[src/rtl/rr_mux_arbiter4_if.sv]
// Bus bundle for rr_mux_arbiter4: request/data inputs from four sources and the arbitrated grant/select/data outputs.
// When ARB_LOCK_EN is defined the bundle also carries the tenure lock input.
interface rr_mux_arbiter4_if #(
    parameter int DW = 2
);
    logic [3:0]    req;
    logic [DW-1:0] d0;
    logic [DW-1:0] d1;
    logic [DW-1:0] d2;
    logic [DW-1:0] d3;
    logic [3:0]    gnt;
    logic [1:0]    sel;
    logic [DW-1:0] mux_out;
    logic          out_valid;

`ifdef ARB_LOCK_EN
    logic          lock;

    modport master (
        output req, d0, d1, d2, d3, lock,
        input  gnt, sel, mux_out, out_valid
    );

    modport slave (
        input  req, d0, d1, d2, d3, lock,
        output gnt, sel, mux_out, out_valid
    );
`else
    modport master (
        output req, d0, d1, d2, d3,
        input  gnt, sel, mux_out, out_valid
    );

    modport slave (
        input  req, d0, d1, d2, d3,
        output gnt, sel, mux_out, out_valid
    );
`endif
endinterface

[src/rtl/rr_mux_arbiter4.sv]
// Round-robin arbiter for four requesters driving a registered 4:1 data mux with a bounded tenure (MAX_HOLD).
// Optional macro ARB_LOCK_EN adds a lock input that suspends the tenure limit while asserted.
module rr_mux_arbiter4 #(
    parameter int DW       = 2,
    parameter int MAX_HOLD = 4
) (
    input  logic                 clk,
    input  logic                 rst_n,
    rr_mux_arbiter4_if.slave     bus
);

    typedef enum logic [1:0] {
        IDLE  = 2'b00,
        GRANT = 2'b01
    } state_t;

    localparam logic [3:0] HOLD_MAX = 4'(MAX_HOLD);

    state_t        state_q, state_d;
    logic [3:0]    gnt_q, gnt_d;
    logic [1:0]    sel_q, sel_d;
    logic [1:0]    last_q, last_d;
    logic [3:0]    hold_q, hold_d;
    logic [DW-1:0] mux_q, mux_d;
    logic          valid_q, valid_d;

    logic          win_found;
    logic [1:0]    win_idx;
    logic [DW-1:0] d_cur;
    logic          lock_on;
    logic          release_now;

`ifdef ARB_LOCK_EN
    assign lock_on = bus.lock;
`else
    assign lock_on = 1'b0;
`endif

    // Scan from the farthest position down to last+1 so the nearest set request overwrites;
    // k=4 wraps onto last itself, making the previous owner the final candidate.
    always_comb begin
        logic [1:0] cand;
        // NOTE: every combinational output gets a default before any branch, so no latch is inferred.
        cand      = '0;
        win_found = 1'b0;
        win_idx   = last_q;
        for (int k = 4; k >= 1; k--) begin
            cand = last_q + 2'(k);
            if (bus.req[cand]) begin
                win_found = 1'b1;
                win_idx   = cand;
            end
        end
    end

    always_comb begin
        d_cur = bus.d0;
        case (sel_q)
            2'd0: d_cur = bus.d0;
            2'd1: d_cur = bus.d1;
            2'd2: d_cur = bus.d2;
            2'd3: d_cur = bus.d3;
            default: d_cur = bus.d0;
        endcase
    end

    always_comb begin
        state_d     = state_q;
        gnt_d       = gnt_q;
        sel_d       = sel_q;
        last_d      = last_q;
        hold_d      = hold_q;
        mux_d       = mux_q;
        valid_d     = |gnt_q;
        release_now = 1'b0;

        // The current grantee's data is captured on every edge it holds the grant, including the releasing one.
        if (|gnt_q) begin
            mux_d = d_cur;
        end

        case (state_q)
            IDLE: begin
                if (win_found) begin
                    state_d = GRANT;
                    gnt_d   = 4'b0001 << win_idx;
                    sel_d   = win_idx;
                    last_d  = win_idx;
                    hold_d  = 4'd1;
                end
            end

            GRANT: begin
                release_now = !bus.req[last_q] || ((hold_q >= HOLD_MAX) && !lock_on);
                if (release_now) begin
                    if (win_found) begin
                        gnt_d  = 4'b0001 << win_idx;
                        sel_d  = win_idx;
                        last_d = win_idx;
                        hold_d = 4'd1;
                    end else begin
                        state_d = IDLE;
                        gnt_d   = 4'b0000;
                    end
                end else begin
                    // Under lock the counter parks at the limit so dropping lock releases on the next edge.
                    hold_d = (hold_q >= HOLD_MAX) ? HOLD_MAX : hold_q + 4'd1;
                end
            end

            default: begin
                state_d = IDLE;
                gnt_d   = 4'b0000;
            end
        endcase
    end

    always_ff @(posedge clk or negedge rst_n) begin
        if (!rst_n) begin
            state_q <= IDLE;
            gnt_q   <= 4'b0000;
            sel_q   <= 2'd0;
            last_q  <= 2'd3;
            hold_q  <= 4'd0;
            mux_q   <= '0;
            valid_q <= 1'b0;
        end else begin
            // NOTE: non-blocking assignments keep every register updating from the pre-edge values.
            state_q <= state_d;
            gnt_q   <= gnt_d;
            sel_q   <= sel_d;
            last_q  <= last_d;
            hold_q  <= hold_d;
            mux_q   <= mux_d;
            valid_q <= valid_d;
        end
    end

    assign bus.gnt       = gnt_q;
    assign bus.sel       = sel_q;
    assign bus.mux_out   = mux_q;
    assign bus.out_valid = valid_q;

endmodule

[src/flat_wrapper.sv]
// flat-port wrapper written by rule: the top's interface ports become plain ports
module rr_mux_arbiter4_flat 
#(
    parameter int DW       = 2,
    parameter int MAX_HOLD = 4
)
  (clk, rst_n, bus_req, bus_d0, bus_d1, bus_d2, bus_d3, bus_gnt, bus_sel, bus_mux_out, bus_out_valid);
  rr_mux_arbiter4_if #(.DW(DW)) bus_i ();
  input  logic clk;
  input  logic rst_n;
  input wire logic [$bits(bus_i.req)-1:0] bus_req;
  input wire logic [$bits(bus_i.d0)-1:0] bus_d0;
  input wire logic [$bits(bus_i.d1)-1:0] bus_d1;
  input wire logic [$bits(bus_i.d2)-1:0] bus_d2;
  input wire logic [$bits(bus_i.d3)-1:0] bus_d3;
  output wire logic [$bits(bus_i.gnt)-1:0] bus_gnt;
  output wire logic [$bits(bus_i.sel)-1:0] bus_sel;
  output wire logic [$bits(bus_i.mux_out)-1:0] bus_mux_out;
  output wire logic [$bits(bus_i.out_valid)-1:0] bus_out_valid;
  assign bus_i.req = bus_req;
  assign bus_i.d0 = bus_d0;
  assign bus_i.d1 = bus_d1;
  assign bus_i.d2 = bus_d2;
  assign bus_i.d3 = bus_d3;
  assign bus_gnt = bus_i.gnt;
  assign bus_sel = bus_i.sel;
  assign bus_mux_out = bus_i.mux_out;
  assign bus_out_valid = bus_i.out_valid;
  rr_mux_arbiter4 #(.DW(DW), .MAX_HOLD(MAX_HOLD)) u_core (.clk(clk), .rst_n(rst_n), .bus(bus_i));
endmodule
[config.mk]
export PLATFORM = sky130hd
export DESIGN_NAME = rr_mux_arbiter4_flat
export DESIGN_NICKNAME = d
export VERILOG_FILES = /design/src/rtl/rr_mux_arbiter4_if.sv /design/src/rtl/rr_mux_arbiter4.sv /design/src/flat_wrapper.sv
export SDC_FILE = /design/constraint.sdc
export NUM_CORES = 1
export LEC_CHECK = 0
export CAP_MARGIN = 25
export CORE_MARGIN = 10
export CORE_UTILIZATION = 45
export DETAILED_ROUTE_END_ITERATION = 10
export PLACE_DENSITY = 0.73
export SLEW_MARGIN = 5
export SYNTH_ARGS = -nofsm -noshare
export SYNTH_HDL_FRONTEND = slang
export SYNTH_SLANG_ARGS = --single-unit
[constraint.sdc]
create_clock -name clk -period 2.5 [get_ports clk]
set_input_delay 0.625 -clock clk [delete_from_list [all_inputs] [get_ports clk]]
set_output_delay 0.625 -clock clk [all_outputs]
set_load 0.01 [all_outputs]
# Yosys cells after proc, flatten, opt, wreduce, memory -nomap -nowiden
# Cells that the tools add are included.
# word_totals
elab_cells,67
ff_bits,17
in_bits,14
output_inout_bits,9
# op_classes
shift,1
add_sub_neg,4
n_lt_le_gt_ge,5
n_eq_ne,7
n_mux,34
reduce_logical,9
# op_table
cell,n
$mux W4,6
$mux W2,10
$pmux W4 S2,2
$lt A2 B3 Y1 const B,4
$pmux W2 S2,3
$bmux W1 S2,4
$mux W1,8
$pmux W2 S4,1
$add A2 B2 Y2 const B,2
$add A4 B1 Y4 const B,1
$eq A2 B1 Y1 const B,2
$eq A2 B2 Y1 const B,2
$ge A4 B3 Y1 const B,1
$logic_not A2 Y1,2
$ne A2 B1 Y1 const B,2
$reduce_and A2 Y1,2
$reduce_or A4 Y1,1
$shl A1 B2 Y4 const A,1
$reduce_and A3 Y1,1
$add A2 B1 Y2 const B,1
$ne A2 B2 Y1 const B,1
$reduce_bool A2 Y1,1
$logic_not A1 Y1,1
$logic_or A1 B1 Y1,1

# Logic depth before layout (Yosys ltp)
# Gate-level depths: netlist of run 1.
# depth
word_depth,10
ltp_mapped,5

# Least setup slack after synthesis of run 1
# No wires, ideal clock.
# synth_path
path_type,input to register
from,in bus_req[3]
to,reg u_core.sel_q[0] (netlist: u_core.bus.sel[0])
setup_time_ps,125
n_path_buf,1
required_time_ps,2375
arrival_time_ps,1810
path_slack_ps,565
stages,5
path_cell_list,mux4_2 > and3_4 > buf_6 > nor2_8 > mux2_2
# synth_via
elab_chain_cells,9
elab_cells_between_ends,22
cone_classes,1 x eq/ne; 18 x mux; 3 x reduce/logical
# synth_lines
element,line,rtl
start: declaration,flat_wrapper.sv:11,input wire logic [$bits(bus_i.req)-1:0] bus_req;
$bmux W1 S2,"rr_mux_arbiter4.sv:49, rr_mux_arbiter4.sv:94",
$mux W1 (not written as such),"rr_mux_arbiter4.sv:49, rr_mux_arbiter4.sv:94",
$mux W1 (4 in a row),rr_mux_arbiter4.sv:49,if (bus.req[cand]) begin
$mux W2,"rr_mux_arbiter4.sv:84, rr_mux_arbiter4.sv:96",
$mux W2,rr_mux_arbiter4.sv:95,if (release_now) begin
$pmux W2 S2,rr_mux_arbiter4.sv:82,case (state_q)
end signal: assignment,rr_mux_arbiter4.sv:131,sel_q <= sel_d;
end: declaration,rr_mux_arbiter4.sv:21,"logic [1:0] sel_q, sel_d;"
# Several ways; a longest one is shown, not always the timed one. The select of a mux whose other input is x is not followed.
# A chain may end at the register's enable or synchronous reset.

# Final worst setup path of run 1
# layout_path
from,in bus_req[3]
to,reg u_core.sel_q[1] (netlist: u_core.bus.sel[1])
# The elaborated chain is that of the path after synthesis.

==> results of run 1 <==
[Yosys cell counts (all sizes together)]
library cell	n	area, µm²
and3	1	11.3
nand2b	2	12.5
mux2	7	78.8
inv	2	7.51
o21bai	1	7.51
a22o	2	17.5
o21a	1	7.51
dfstp	2	52.6
nor2	3	27.5
mux2i	1	10.0
ha	1	12.5
and2	1	6.26
nor3	1	5.00
nor4	2	27.5
a21boi	1	7.51
buf	1	11.3
or2b	2	15.0
or3	1	6.26
nor3b	1	7.51
dfrtp	14	350
o21ai	1	5.00
mux4	3	67.6
a21oi	2	10.0
a32o	4	40.0
[routing by layer]
metal  part of all wire (%)  vias to the layer above  wire length [µm]
li1                       -                      278                 -
met1                     39                      289               641
met2                     57                        9               935
met3                    3.9                        0                64
met4                      0                        0                 0
met5                      0                        -                 0
[state kept, by name, summed over array words and instances (netlist names)]
register and count:
u_core.bus.sel 2, u_core.bus.out_valid 1, u_core.bus.mux_out 2, u_core.state_q 1
u_core.last_q 2, u_core.bus.gnt 4, u_core.hold_q 4
[worst max-delay path: cells and delay by family]
kind / cells / cell delay (ns)
mux: 2 / 0.81
buf+inv: 1 / 0.42
simple gates: 2 / 0.36
[cells by family (layout without fill, tap and decap cells)]
kind of cell             Yosys count  in the layout  synth area share, %
buffers and inverters              3             33                 2.33
AND/OR/NAND/NOR                   14             14                 14.8
multiplexers                      11             11                 19.4
AO/OA/AOI/OAI                     12             12                 11.8
adder cells (fa/ha/maj)            1              1                 1.55
flip-flops                        16             16                 50.1
[through the flow]
stage / setup WS [ns] / hold WS, ns
after detailed placement: 0.150 / 0.476
after global routing: 0.396 / 0.514
final: 0.450 / 0.478
after CTS: 0.448 / 0.489
after floorplan: 0.565 / 0.329
after global placement: 0.180 / 0.470
[worst paths after layout]
| check | cells past startpoint | to |
|---|---|---|
| max in group asynchronous | 1 | u_core.bus.gnt[3]$_DFFE_PN0P_ |
| worst max register to register | 4 | u_core.bus.sel[1]$_DFFE_PN0P_ |
| worst max-delay path | 5 | u_core.bus.sel[1]$_DFFE_PN0P_ |
| worst min-delay path | 1 | u_core.hold_q[0]$_DFF_PN0_ |
| worst min register to register | 1 | u_core.hold_q[0]$_DFF_PN0_ |
| min in group asynchronous | 1 | u_core.hold_q[2]$_DFF_PN0_ |
[placed cells by master, fill, tap and decap left out]
cell type and count:
clkdlybuf4s50_1 22, dfrtp_1 14, mux2_2 6, buf_4 5, a32o_1 4, mux4_2 3, clkbuf_4 3, nor2_1 2
a22o_1 2, inv_1 2, a21oi_1 2, or2b_1 2, nand2b_1 2, dfstp_2 2, nor4_4 1, and3_4 1
nor4_1 1, and2_1 1, a21boi_0 1, nor3b_1 1, or3_1 1, nor2_8 1, o21ai_0 1, o21a_1 1
mux2i_1 1, mux2_1 1, nor3_1 1, o21bai_1 1, ha_1 1, clkbuf_1 1
[final cells by class]
type | count | area [µm²]
Fill cell | 134 | 599
Sequential cell | 16 | 403
Multi-Input combinational cell | 38 | 383
Timing Repair Buffer | 27 | 258
Tap cell | 25 | 31.3
Clock buffer | 4 | 26.3
Inverter | 2 | 7.51
[power by group through the flow]
| stage | Sequential (mW) | Combinational [mW] | Clock, mW |
|---|---|---|---|
| global route | 0.491 | 0.670 | 0.154 |
| detailed placement | 0.478 | 0.624 | 0 |
| floorplan | 0.487 | 0.390 | 0 |
| finish | 0.471 | 0.612 | 0.136 |
| CTS | 0.472 | 0.625 | 0.142 |
| global placement | 0.474 | 0.614 | 0 |
==> summary.txt, run 1 <==
Route
  – Routed Antenna Nets: 0
  – Per-cell routed wire length: between 10 and 15 µm
  – DR vias: around 580
  – Wirelength, routed: 1.64 mm
  – DR vias/cell: between 5 and 6
  – 1st-iter DRT viols: 7
  – 1st-pass router iterations: 4
  – Remaining DRCs: 0

STA
  – Final setup fails: 0
  – Worst slew margin: a little over half
  – Worst Tran Pin Value: between 0.6 and 0.7 ns
  – Fmax: slightly below 0.5 GHz
  – Fin crit period: between 2 and 2.5 ns
  – Clk_skew: between 0.002 and 0.003 ns
  – Final hold violation count: 0
  – Tcrit/Tclk final: approximately 80%
  – RSZ-0062 raised after global routing: no
  – Fin. max-slew vios: 0
  – Final TNS setup: 0 ns

Finish
  – Layout area overhead: 37.8%
  – Final Net Count: ~100
  – Non-filler cells, final: approximately 110
  – Utilization after layout: approximately two thirds
  – Share of post-route cells with drive strength above 1: between 20% and 30%
  – Finished Cell Area: around 1100 µm²
  – # diodes: 0

Worst setup path
  – Critical Path Sink Type: flop
  – CP Cell Sequence: clkdlybuf4s50_1 > mux4_2 > and3_4 > nor2_8 > mux2_1
  – Reg-to-Reg Start: u_core.last_q[0]$_DFFE_PN1P_
  – Worst Setup SP: bus_req[3]
  – Critical path's largest stage delay: 0.47 ns
  – Setup crit start kind: input pin
  – Worst EP arrival: roughly 2.2 ns
  – Critical Path RT: 2.67 ns
  – Flop2flop setup slack: slightly above 0.6 ns
  – Crit Path Category: input pin to flop
  – Crit path max fanout: 8
  – Slowest cell on crit path: mux4_2

Pwr
  – Clk pwr share: between 10 and 15%
  – Switching power: 0.406 mW
  – Total design power: ~1.2 mW
  – Pleak: roughly 0.45 nW
  – Reg power frac: 38.6%
  – VDD IR max: between 600 and 700 µV
  – Power Dens Cells: 1100 nW/µm²
  – Combinational power share: approximately half
  – Int Pwr: between 0.8 and 0.9 mW
  – Sw Share: 33.3%

Clocking
  – CTS sink count: 16
  – Clock transition at the registers of the reported paths: roughly 0.09 ns
  – CTS tree: yes
  – Post-cts sizing count: 0
  – Worst-Skew Late Latency: between 0.2 and 0.3 ns
  – CTS max path bufs: 2
  – Clk root buf: clkbuf_4
  – CTS Hold Buffers Added: 0
  – H-tree Lvls: 1
  – Buffer count from post-CTS setup fixing: 0
  – Total CTS buffers: 3

Global routing
  – Met1 usage in global routing: 9.82%
  – Met2 Use GR: between 10% and 20%
  – Largest net degree at the start of global routing: 17
  – Initial antenna violation count: 0
  – Total congestion overflow: 0
  – First-pass GRT wire length: 2.81 mm
  – Met3 Track Usage GR: roughly 3.4%
  – Busiest grt layer: met2
  – Vias in the first global route: 580
  – GRT Util Overall: under 10%

Floorplan
  – Placement Rows: 15
  – Starting Density: a little under half
  – I/O Pins: 23
  – Die Width: 62.3 µm
  – Die Y: 62.3 µm
  – Die footprint: around 3900 µm²
  – Core ar.: between 1500 and 2000 µm²

Job
  – Max_cap viols: 0

Placement
  – Post-DP HPWL: ~1.4 mm
  – DP Cell Count: around 110
  – Input/output buffers: 22
  – Placer Congestion: 0.746
  – Placed cell areas: roughly 1100 µm²

Synth
  – Ys Warns: 0
  – Post-Syn Nets: slightly above 70
  – Cell count after synthesis: between 50 and 60
  – Yosys reg bits: 16
  – Library cells used by synthesis: 27
  – Sequential area share after synthesis: 50.1%
  – Mapped cell area: 805 µm²
  – Avg Cell Area, Syn: roughly 14 µm²

Hold path
  – Worst hold path type: flop to flop
  – Hold Startpoint: u_core.hold_q[0]$_DFF_PN0_

Run status
  – Status: completed
Power figures use the tool's default switching activity.
==> run 2, diff against run 1 <==
==> constraint.sdc (replaced) <==
create_clock -name clk -period 2.1 [get_ports clk]
set_input_delay 0.525 -clock clk [delete_from_list [all_inputs] [get_ports clk]]
set_output_delay 0.525 -clock clk [all_outputs]
set_load 0.01 [all_outputs]
==> summary.txt, run 2 (same netlist as run 1, synthesis figures left out) <==
Clocking
  – Worst-Skew Late Latency: 0.29 ns (about the same)
  – Clk root buf: clkbuf_4
  – Post-cts sizing count: 0 (unchanged)
  – Clock transition at the registers of the reported paths: 0.10 ns (about the same)
  – H-tree Lvls: 1 (unchanged)
  – CTS Hold Buffers Added: 0 (unchanged)
  – Buffer count from post-CTS setup fixing: 0 (unchanged)
  – CTS tree: yes
  – CTS sink count: 16 (unchanged)
  – CTS max path bufs: 2 (unchanged)
  – Total CTS buffers: 3 (unchanged)

STA
  – Worst slew margin: 54.2% (+0.37 points)
  – Final hold violation count: 0 (unchanged)
  – Fin. max-slew vios: 0 (unchanged)
  – RSZ-0062 raised after global routing: no
  – PnR worst setup slack: 0.155 ns (-0.295 ns)
  – Tcrit/Tclk final: between 90 and 100%
  – Fin crit period: 1.95 ns
  – Fmax: 0.514 GHz
  – Hold slack: 0.478 ns (-0.000299 ns)
  – Final setup fails: 0 (unchanged)
  – Worst Tran Pin Value: 0.680 ns (-0.00965 ns)
  – Clk_skew: 0.00823 ns (+0.00523 ns)

Worst setup path
  – Worst EP arrival: 2.12 ns (-0.10 ns)
  – Crit path max fanout: 4 (-4)
  – Flop2flop setup slack: 0.25 ns (-0.37 ns)
  – Reg-to-Reg Start: u_core.last_q[0]$_DFFE_PN1P_
  – Capturing point of the worst reg2reg path: u_core.bus.sel[0]$_DFFE_PN0P_
  – CP endpoint: u_core.bus.sel[0]$_DFFE_PN0P_
  – Worst reg2reg path depth: 4 (unchanged)
  – Crit Path Category: input pin to flop
  – Setup crit start kind: input pin
  – Critical Path Sink Type: flop
  – Worst Setup SP: bus_req[3]
  – Critical Path RT: 2.28 ns (-0.39 ns)

Job
  – Max_cap viols: 0 (unchanged)

Finish
  – Final Net Count: 111 (+7.8%)
  – Non-filler cells, final: 120 (+7.1%)
  – Storage element area: 403 µm² (unchanged)
  – Fillers: 130 (-3.0%)
  – Layout area overhead: 46.5%
  – Commonest non-fill, non-tap cells in the layout: clkdlybuf4s50_1, dfrtp_1, buf_4
  – Utilization after layout: 69.0% (+4.1 points)
  – Share of post-route cells with drive strength above 1: 32.6% (+7.3 points)
  – Commonest non-fill, non-tap cell in the layout: clkdlybuf4s50_1
  – Multi-input gate area: 383 µm² (unchanged)
  – # diodes: 0 (unchanged)

Floorplan
  – Starting Density: 47.1% (unchanged)
  – Die Y: 62.3 µm (unchanged)
  – Core ar.: 1710 µm² (unchanged)
  – Die footprint: 3880 µm² (unchanged)
  – Die Width: 62.3 µm (unchanged)
  – Placement Rows: 15 (unchanged)
  – I/O Pins: 23 (unchanged)

Pwr
  – VDD IR max: 725 µV (+15%)
  – Reg power frac: 36.0% (-2.6 points)
  – Switching power: 0.510 mW (+26%)
  – Total design power: 1.55 mW (+28%)
  – Combinational power share: 50.8% (+0.6 points)
  – Pleak: 0.492 nW (+10%)
  – Power Dens Cells: 1320 nW/µm² (+20%)
  – Sw Share: 32.8% (-0.50 points)
  – Clk pwr share: 13.2% (+2.0 points)
  – Int Pwr: 1.04 mW (+28%)

Global routing
  – Initial antenna violation count: 0 (unchanged)
  – Total congestion overflow: 0 (unchanged)
  – First-pass GRT wire length: 3.08 mm (+9.8%)
  – Busiest grt layer: met2
  – Met3 Track Usage GR: 2.33% (-1.1 points)
  – Vias in the first global route: 617 (+6.4%)
  – Largest net degree at the start of global routing: 17 (unchanged)
  – Met2 Use GR: 17.3% (+1.8 points)
  – GRT Util Overall: 9.84% (+1.3 points)
  – Met1 usage in global routing: 11.3% (+1.5 points)

Placement
  – Placer Congestion: 0.750 (+0.60%)
  – Input/output buffers: 22 (unchanged)
  – Setup WS pre-CTS: -0.131 ns (-0.281 ns)
  – DP Cell Count: 116 (+7.4%)
  – Post-DP HPWL: 1.47 mm (+6.2%)

Route
  – Per-cell routed wire length: 15.4 µm (+4.8%)
  – Routed Antenna Nets: 0 (unchanged)
  – Remaining DRCs: 0 (unchanged)
  – DR vias/cell: 5.00 (-2.8%)
  – 1st-pass router iterations: 3 (-1)
  – Wirelength, routed: 1.84 mm (+12%)
  – DR vias: 600 (+4.2%)
  – 1st-iter DRT viols: 6 (-1)

Run status
  – Status: completed

Hold path
  – Worst hold path type: flop to flop
-- run 2: area by class of cell --
class                      count  share of cell area (%)
clock buffer                   4                    3.08
inverter                       2                   0.637
multi-input combinational     38                    32.5
sequential                    16                    34.2
tap                           25                    2.65
timing repair buffer          35                    27.0
-- run 2: routing by layer --
metal	wire length (µm)	vias up
li1	-	297
met1	768	296
met2	1010	5
met3	39	2
met4	22	0
met5	0	-
-- run 2: worst max-delay path, stage by stage --
cell and delay [ns]:
clkdlybuf4s50_1 0.44, buf_4 0.15, or2b_1 0.16, a21boi_0 0.11
or3_1 0.44, mux2_2 0.29
-- run 2: power by group through the flow --
stage               Sequential (mW)  Combinational [mW]  Clock (mW)
global route                  0.581               0.856       0.230
CTS                           0.562               0.802       0.211
global placement              0.560               0.785           0
floorplan                     0.579               0.464           0
finish                        0.561               0.789       0.205
detailed placement            0.566               0.800           0
-- run 2: worst min path at each step --
stage                          startpoint                            end  slack (ns)  cells past startpoint
2_1_floorplan                       rst_n  u_core.bus.gnt[0]$_DFFE_PN0P_        0.23                      0
5_1_grt        u_core.hold_q[0]$_DFF_PN0_     u_core.hold_q[0]$_DFF_PN0_        0.50                      1
3_5_place_dp   u_core.hold_q[0]$_DFF_PN0_     u_core.hold_q[0]$_DFF_PN0_        0.47                      1
3_3_place_gp   u_core.hold_q[0]$_DFF_PN0_     u_core.hold_q[0]$_DFF_PN0_        0.46                      1
6_report       u_core.hold_q[0]$_DFF_PN0_     u_core.hold_q[0]$_DFF_PN0_        0.48                      1
4_1_cts        u_core.hold_q[0]$_DFF_PN0_     u_core.hold_q[0]$_DFF_PN0_        0.48                      1
-- run 2: stage by stage --
step / area (µm²) / setup TNS [ns]
5_1_grt: 1180 / 0
3_3_place_gp: 1140 / -0.754
2_1_floorplan: 805 / 0
3_5_place_dp: 1140 / -0.916
4_1_cts: 1180 / 0
6_report: 1180 / 0
